`config.mk`:
```
export PLATFORM = sky130hd
export DESIGN_NAME = apb_master
export DESIGN_NICKNAME = d
export VERILOG_FILES = /design/src/rtl/apb_master.sv
export SDC_FILE = /design/constraint.sdc
export NUM_CORES = 1
export LEC_CHECK = 0
export CAP_MARGIN = 30
export CELL_PAD_IN_SITES_DETAIL_PLACEMENT = 1
export CELL_PAD_IN_SITES_GLOBAL_PLACEMENT = 1
export CORE_MARGIN = 4
export CORE_UTILIZATION = 32
export DETAILED_ROUTE_END_ITERATION = 8
export PLACE_DENSITY = 0.78
export SKIP_LAST_GASP = 1
export SYNTH_ARGS = -nofsm -noshare
export SYNTH_HDL_FRONTEND = slang
export SYNTH_SLANG_ARGS = --single-unit
export TNS_END_PERCENT = 10
```
`constraint.sdc`:
```
create_clock -name pclk -period 2.8 [get_ports pclk]
set_input_delay 0.56 -clock pclk [delete_from_list [all_inputs] [get_ports pclk]]
set_output_delay 0.56 -clock pclk [all_outputs]
set_load 0.01 [all_outputs]
```
`src/rtl/apb_master.sv`:
```
// APB requester: valid/ready command in, APB IDLE/SETUP/ACCESS out, one-cycle response pulse.
// Slave wait states stretch ACCESS; a configurable wait budget aborts stuck transfers.
module apb_master #(
    parameter int ADDR_W  = 8,
    parameter int DATA_W  = 16,
    parameter int TIMEOUT = 16
) (
    input  logic              pclk,
    input  logic              rst,
    input  logic              cmd_valid,
    output logic              cmd_ready,
    input  logic              cmd_write,
    input  logic [ADDR_W-1:0] cmd_addr,
    input  logic [DATA_W-1:0] cmd_wdata,
    output logic              rsp_valid,
    output logic [DATA_W-1:0] rsp_rdata,
    output logic              rsp_err,
    output logic              psel,
    output logic              penable,
    output logic [ADDR_W-1:0] paddr,
    output logic              pwrite,
    output logic [DATA_W-1:0] pwdata,
    input  logic              pready,
    input  logic [DATA_W-1:0] prdata
);
    typedef enum logic [2:0] {
        IDLE   = 3'b001,
        SETUP  = 3'b010,
        ACCESS = 3'b100
    } state_t;

    localparam int CNT_W = (TIMEOUT > 0) ? $clog2(TIMEOUT + 1) : 1;
    localparam logic [CNT_W-1:0] CNT_LAST = CNT_W'((TIMEOUT > 0) ? TIMEOUT - 1 : 0);
    localparam logic [CNT_W-1:0] CNT_MAX  = '1;

    state_t              state_q;
    logic [CNT_W-1:0]    wait_cnt_q;
    logic [ADDR_W-1:0]   paddr_q;
    logic                pwrite_q;
    logic [DATA_W-1:0]   pwdata_q;
    logic                rsp_valid_q;
    logic [DATA_W-1:0]   rsp_rdata_q;
    logic                rsp_err_q;
    logic                accept;
    logic                timeout_hit;

    assign cmd_ready   = (state_q == IDLE) | ((state_q == ACCESS) & pready);
    assign accept      = cmd_valid & cmd_ready;
    // Fires on the TIMEOUT-th consecutive low-pready ACCESS cycle.
    assign timeout_hit = (TIMEOUT != 0) && (state_q == ACCESS) && !pready
                         && (wait_cnt_q == CNT_LAST);

    always_ff @(posedge pclk or posedge rst) begin
        if (rst) begin
            state_q     <= IDLE;
            wait_cnt_q  <= '0;
            paddr_q     <= '0;
            pwrite_q    <= 1'b0;
            pwdata_q    <= '0;
            rsp_valid_q <= 1'b0;
            rsp_rdata_q <= '0;
            rsp_err_q   <= 1'b0;
        end else begin
            rsp_valid_q <= 1'b0;
            if (accept) begin
                paddr_q  <= cmd_addr;
                pwrite_q <= cmd_write;
                pwdata_q <= cmd_wdata;
            end
            case (state_q)
                IDLE: begin
                    if (accept) state_q <= SETUP;
                end
                SETUP: begin
                    state_q    <= ACCESS;
                    wait_cnt_q <= '0;
                end
                ACCESS: begin
                    if (pready) begin
                        rsp_valid_q <= 1'b1;
                        rsp_err_q   <= 1'b0;
                        rsp_rdata_q <= pwrite_q ? '0 : prdata;
                        state_q     <= accept ? SETUP : IDLE;
                    end else if (timeout_hit) begin
                        rsp_valid_q <= 1'b1;
                        rsp_err_q   <= 1'b1;
                        rsp_rdata_q <= '0;
                        state_q     <= IDLE;
                    end else if (wait_cnt_q != CNT_MAX) begin
                        wait_cnt_q <= wait_cnt_q + CNT_W'(1);
                    end
                end
                default: state_q <= IDLE;
            endcase
        end
    end

    assign psel      = (state_q == SETUP) | (state_q == ACCESS);
    assign penable   = (state_q == ACCESS);
    assign paddr     = paddr_q;
    assign pwrite    = pwrite_q;
    assign pwdata    = pwdata_q;
    assign rsp_valid = rsp_valid_q;
    assign rsp_rdata = rsp_rdata_q;
    assign rsp_err   = rsp_err_q;
endmodule
```
==> qor.csv <==
stage,metric,value,unit
status,result of the run,"complete, no violations",
cells_and_area,number of cells in the finished layout apart from fillers,333,
clock_network,post-cts repair resize count,0,
yosys,Post-Syn Instances,161,
clock_network,Worst-Skew Late Latency,300,ps
job,Max-Cap Viols,0,
cells_and_area,Layout fillers,677,
yosys,Synth Area per Inst,13.14,um2
timing,Max-slew headroom,0.6528,
yosys,Synth async-reset ratio,1.000,
yosys,ys flop type,sky130_fd_sc_hd__dfrtp_1,
cells_and_area,"commonest non-fill, non-tap cell in the layout",sky130_fd_sc_hd__clkdlybuf4s50_1,
grt,vias in the first global route,1837,
floorplanning,initial core utilization,0.3313,
timing,setup TNS,0,ps
setup_path,endpoint of the most critical register-to-register path,wait_cnt_q[3]$_DFFE_PP0P_,
routing,DR vias,1644,
clock_network,count of clock tree sinks,51,
cells_and_area,net count of the finished layout,303,
yosys,flop and latch count out of synthesis,51,
grt,global route overflow,0,
clock_network,buffer count from post-CTS setup fixing,0,
grt,wire length of the first global-routing pass,8.769,mm
routing,DRT antenna net count,0,
yosys,Synth top area share,0.5914,
clock_network,number of buffers inserted by hold repair at cts,0,
setup_path,Top Family by Delay on Critical Path,buffers and inverters,
setup_path,critical register-to-register path startpoint,wait_cnt_q[0]$_DFFE_PP0P_,
grt,pin count of the biggest net entering global routing,30,
yosys,Synth Area in Simple Gates,0.09166,
routing,vias per inst,4.937,
yosys,Post-Synth XOR/XNOR Area,0,
placement,Final GP Congestion,0.8555,
yosys,sequential-to-total area share from yosys stat,0.6038,
setup_path,FF-to-FF setup slack,410,ps
placement,Port Buffers,90,
power,leakage power total,1.347,nW
timing,smallest hold slack,495.8,ps
yosys,number of flops mapped to enable cells by yosys,0,
placement,DP HPWL,4.085,mm
setup_path,crit path buf inv count,2,
timing,Final Hold Violating Endpoints,0,
yosys,portion of netlist area occupied by mux cells,0.1331,
yosys,Synth Warn #,0,
yosys,Netlist cell types,34,
setup_path,class of the most critical setup path,reg2out,
timing,final setup fails,0,
yosys,Adder-Cell Fraction of Synth Area,0.01774,
power,Worst VDD drop,0.4919,mV
setup_path,CP arrival,1990,ps
worst_hold_path,classification of the worst-slack hold path,reg2reg,
floorplanning,area inside the core boundary,6386,um2
setup_path,R2R depth,7,
clock_network,TritonCTS clock tree,yes,
clock_network,clock-pin transition on the worst setup and hold timing paths,100,ps
cells_and_area,antenna cell count,0,
power,Cell Pwr Density,1041,nW/um2
timing,transition time at the pin with the least slew margin,516.0,ps
timing,Max Clk Rate,392.2,MHz
floorplanning,top-level I/O count,91,
worst_hold_path,hold path cells,2,
setup_path,startpoint types,flip-flop,
worst_hold_path,capture endpoint of the worst hold path,rsp_rdata[15]$_DFFE_PP0P_,
floorplanning,overall die width,89.32,um
setup_path,element type at the critical path end,primary output,
timing,Final min period,2550,ps
yosys,"Net Count, Synth",209,
setup_path,"slowest stage cell, crit path",sky130_fd_sc_hd__clkdlybuf4s50_1,
timing,setup repair after global routing missed its margin,false,
clock_network,number of buffers created by CTS,5,
routing,DRC marker count from the first detailed-route iteration,50,
grt,total routing usage reported by global routing,0.1433,
floorplanning,die boundary height,89.32,um
routing,WL/cell,16.37,um
timing,final worst-path cycle share,0.9107,
yosys,dominant combinational cell family by area after synthesis,multiplexers,
floorplanning,die area,7977,um2
clock_network,# H-tree levels,2,
routing,remaining design rule violation count,0,
cells_and_area,layout cell share with drive strength beyond 1,0.1680,
setup_path,largest incremental delay on the critical path,590,ps
floorplanning,total number of placement rows,29,
routing,number of search-and-repair iterations in the first detailed-routing pass,4,
grt,antenna violations before repair,0,
setup_path,CP required,2240,ps
yosys,Compound-Gate Fraction of Synth Area,0.1177,
worst_hold_path,critical hold path startpoint,rsp_rdata[15]$_DFFE_PP0P_,
yosys,"Cell Area, Synth",2116,um2
clock_network,Root Buffer,sky130_fd_sc_hd__clkbuf_8,
yosys,biggest area contributors in the synthesized netlist,"sky130_fd_sc_hd__dfrtp_1 59%, sky130_fd_sc_hd__mux2_2 13%, sky130_fd_sc_hd__a22o_1 6.2%, sky130_fd_sc_hd__a21oi_1 1.9%, sky130_fd_sc_hd__ha_1 1.8%",
clock_network,maximum buffer depth of the clock tree,2,
routing,total wirelength of the detailed-routed design,5.450,mm
yosys,largest area contributor in the netlist,sky130_fd_sc_hd__dfrtp_1,
timing,skew final,3.133,ps
setup_path,cells traversed along the worst timing path,"inv_1, nand2_1, a21oi_1, clkdlybuf4s50_1",
placement,number of placed instances with taps included,325,
setup_path,maximum net fanout on the critical path,13,
cells_and_area,Area growth syn-to-layout,52.45,%
cells_and_area,"commonest cells after routing, fill and taps aside","90 x sky130_fd_sc_hd__clkdlybuf4s50_1, 50 x sky130_fd_sc_hd__dfrtp_1, 24 x sky130_fd_sc_hd__mux2_2, 15 x sky130_fd_sc_hd__a22o_1, 9 x sky130_fd_sc_hd__nand2_1",
timing,final-report max-slew violation count,0,
[state kept, by name, summed over array words and instances, names as in the netlist]
signal / cells
state_q: 3
pwdata: 16
rsp_rdata: 16
pwrite: 1
paddr: 8
rsp_valid: 1
rsp_err: 1
wait_cnt_q: 5
[cells by family after synthesis]
group,after synthesis
AO/OA/AOI/OAI,35
adder cells (fa/ha/maj),3
buffers and inverters,15
flip-flops,51
multiplexers,25
AND/OR/NAND/NOR,32
[tightest hold or removal path: cells and delay by family, from the launching register on]
| kind | cells | cell delay (ps) |
|---|---|---|
| DFF | 1 | 360 |
| and+or+nand+nor | 2 | 100 |
[metrics by stage]
| step | worst slack [ps] | cell area (um2) | util | total power [mW] |
|---|---|---|---|---|
| floorplan | 603.3 | 2116 | - | 2.026 |
| global placement | 362.8 | 3113 | 0.4875 | 2.835 |
| detailed placement | 320.4 | 3113 | 0.4875 | 2.891 |
| CTS | 222.9 | 3226 | 0.5051 | 3.426 |
| global route | 113.4 | 3226 | 0.5051 | 3.600 |
| finish | 250.2 | 3226 | 0.5051 | 3.359 |
[Yosys cell counts (3+ instances only)]
| master | instances |
|---|---|
| sky130_fd_sc_hd__a22o_1 | 15 |
| sky130_fd_sc_hd__mux2_2 | 24 |
| sky130_fd_sc_hd__ha_1 | 3 |
| sky130_fd_sc_hd__dfrtp_1 | 50 |
| sky130_fd_sc_hd__nand2_1 | 9 |
| sky130_fd_sc_hd__nor2_1 | 6 |
| sky130_fd_sc_hd__clkbuf_1 | 3 |
| sky130_fd_sc_hd__o21ai_0 | 6 |
| sky130_fd_sc_hd__a21oi_1 | 8 |
| sky130_fd_sc_hd__buf_4 | 3 |
| sky130_fd_sc_hd__inv_1 | 7 |
[power breakdown]
part / total, mW / internal (mW) / switching, mW
combinational: 1.52 / 0.948 / 0.570
sequential: 1.33 / 1.09 / 0.241
clock: 0.514 / 0.266 / 0.247
[cell type report]
type	count	area, um2	share of cell area
Sequential cell	51	1277	0.3960
Inverter	7	26.28	0.008146
Timing Repair Buffer	95	950.9	0.2948
Multi-Input combinational cell	95	762.0	0.2362
Tap cell	77	96.34	0.02987
Clock buffer	5	68.82	0.02133
Clock inverter	3	43.79	0.01358
[per-layer routing]
metal,vias up,wire length (um),track usage
met5,-,0,0
met4,0,100,0.05007
met3,8,439,0.05161
met2,59,2787,0.2398
met1,811,2122,0.1702
li1,766,-,-
[how the worst max path moves through the flow]
stage,from,slack (ps),cells after the start,end
floorplan,wait_cnt_q[0]$_DFFE_PP0P_,600,7,wait_cnt_q[3]$_DFFE_PP0P_
global placement,pready,360,4,cmd_ready
detailed placement,pready,320,6,wait_cnt_q[3]$_DFFE_PP0P_
CTS,state_q[1]$_DFFE_PP0P_,220,4,psel
global route,state_q[0]$_DFFE_PP1P_,110,4,cmd_ready
finish,state_q[1]$_DFFE_PP0P_,250,4,psel
Note: power is estimated with default switching activity, not from simulation.
==> RTL change (same flow settings) <==
Encoding of `state_t`: now binary (2 bits for 3 states).
--- a/src/rtl/apb_master.sv
+++ b/src/rtl/apb_master.sv
@@ -24,8 +24,8 @@
     input  logic [DATA_W-1:0] prdata
 );
-    typedef enum logic [2:0] {
-        IDLE   = 3'b001,
-        SETUP  = 3'b010,
-        ACCESS = 3'b100
+    typedef enum logic [1:0] {
+        IDLE   = 2'd0,
+        SETUP  = 2'd1,
+        ACCESS = 2'd2
     } state_t;
 
Check against the original RTL: same outputs for any inputs over 10 cycles, from zero or initial values and one cycle with rst high; not proved beyond that.
==> RTL change against the original RTL <==
Register-to-register slack gained 390 ps; critical path depth unchanged; largest cell class unchanged; setup slack improved by 40 ps; area after synthesis rose by 2.0%; first-iteration DRC count decreased by 22%; via count fell by 10%; global-route usage is 1.5 points lower; sequential cell count down 1; total power fell by 4.8%; cell area barely moved; wire length decreased by 8.0%; critical endpoint is now cmd_ready; count of clock-buffer cells in the layout stayed put; die area grew 1.8%; cell count is 6.3% lower.
==> RTL change: results (changes against the original RTL) <==
Logic synthesis
  – Compound-Gate Fraction of Synth Area: 8.75% (-3.0 points)
  – FFs w/ async S/R, synth: 100% (unchanged)
  – Most used DFF post-synth: dfrtp_1
  – Sequential share of the synthesized area: 58.0% (-2.4 points)
  – Post-synthesis mux area share: 18.4% (+5.1 points)
  – XOR/XNOR Fraction of Synth Area: 0% (unchanged)
  – Yosys Warn Count: 0 (unchanged)
  – Mapped Nets: 193 (-7.7%)
  – Largest cells by area after synthesis: dfrtp_1, mux2_4, a22o_1
  – Synth Area in Adders: 4.64% (+2.9 points)
  – Yosys cell types: 26 (-24%)
  – Commonest cells in the netlist: dfrtp_1, mux2_4, a22o_1, ha_1
  – EDFF count, synth: 0 (unchanged)

Placement
  – Global placement routability congestion: 0.720 (-16%)
  – # port buffers: 90 (unchanged)
  – Final HPWL DP: 3.72 mm (-8.8%)
  – Placed Area: 3120 sq um (+0.16%)

Critical path
  – CP Data Arrival Time: 1950 ps (-40 ps)
  – Slowest cell on the critical path: clkdlybuf4s50_1
  – Largest stage delay on the critical path: 540 ps (-50 ps)
  – Largest fanout on the critical path: 10 (-3)
  – Top cell family by delay on the critical path: buffers and inverters

Timing
  – Worst Tran Pin Value: 638 ps (+122 ps)
  – Layout Skew: 6.42 ps (+3.29 ps)

Finish
  – Layout cell share with drive strength beyond 1: 18.7% (+1.9 points)
  – Antenna diodes: 0 (unchanged)
  – Area grow syn2layout: 49.5%
  – Final net count: 287 (-5.3%)
  – FILL cells: 662 (-2.2%)

Drt
  – Drt total wl: 5.01 mm (-8.0%)
  – Post-DRT Antenna Nets: 0 (unchanged)
  – 1st-iter DRT viols: 39 (-22%)
  – Vias: 1,478 (-10%)
  – DRT Pass-1 Iters: 4 (unchanged)

Status
  – Outcome: finished clean

Clock tree
  – Clock transition at path regs: 80 ps (-20 ps)
  – Clk_lat worst skew: 300 ps (about the same)
  – Total CTS buffers: 5 (unchanged)
  – Post-CTS setup buffer count: 0 (unchanged)
  – Clock tree buffer depth: 2 (unchanged)
  – # resized after CTS: 0 (unchanged)
  – Root Buffer: clkbuf_8
  – CTS H-tree depth: 2 (unchanged)

Global routing
  – Vias in the first global route: 1,596 (-13%)
  – GRT Total Usage: 12.8% (-1.5 points)
  – Largest net degree at the start of global routing: 27 (-10%)
  – Initial antenna violation count: 0 (unchanged)
  – First-pass GRT wire length: 8.44 mm (-3.8%)

Power
  – Static leakage: 0.00147 uW (+9.3%)
  – Worst VDD drop: 466 uV (-5.3%)

Worst hold path
  – Hold Crit Class: register to register
==> RTL change: layer usage <==
metal	vias up	track usage (%)	wire (um)
met2	67	20.2	2370
met1	722	16.4	2160
met3	5	4.76	438
met5	-	0	0
met4	0	3.83	46
li1	684	-	-
==> RTL change: area by class of cell <==
cell class | count | share of cell area [%]
sequential | 50 | 38.8
multi-input combinational | 79 | 25.3
tap | 77 | 2.99
inverter | 5 | 0.582
clock inverter | 3 | 1.24
clock buffer | 5 | 2.13
timing repair buffer | 93 | 29.0
==> RTL change: final timing paths <==
check,start,endpoint,slack (ps),cells past startpoint
max,state_q[0],cmd_ready,290,4
min,wait_cnt_q[3],wait_cnt_q[3],470,1
max reg2reg,wait_cnt_q[0],wait_cnt_q[4],800,6
min reg2reg,wait_cnt_q[3],wait_cnt_q[3],470,1
max in group asynchronous,rst,state_q[1],1620,3
min in group asynchronous,rst,pwdata[6],640,2
==> RTL change: cell families after synthesis <==
kind of cell / count (synthesis)
adder cells (fa/ha/maj): 8
flip-flops: 50
multiplexers: 29
AND/OR/NAND/NOR: 19
AO/OA/AOI/OAI: 23
buffers and inverters: 11
==> RTL change: through the flow <==
stage	setup WS, ps	total power, uW	instances
after floorplan	948	1990	140
after global placement	489	2700	304
after detailed placement	456	2740	304
after CTS	247	3260	312
after global routing	175	3400	312
final	290	3200	312
==> RTL change: power by group <==
group	switching, uW	total, uW	internal, uW
clock network	230	493	263
registers	184	1200	1020
logic	545	1500	957
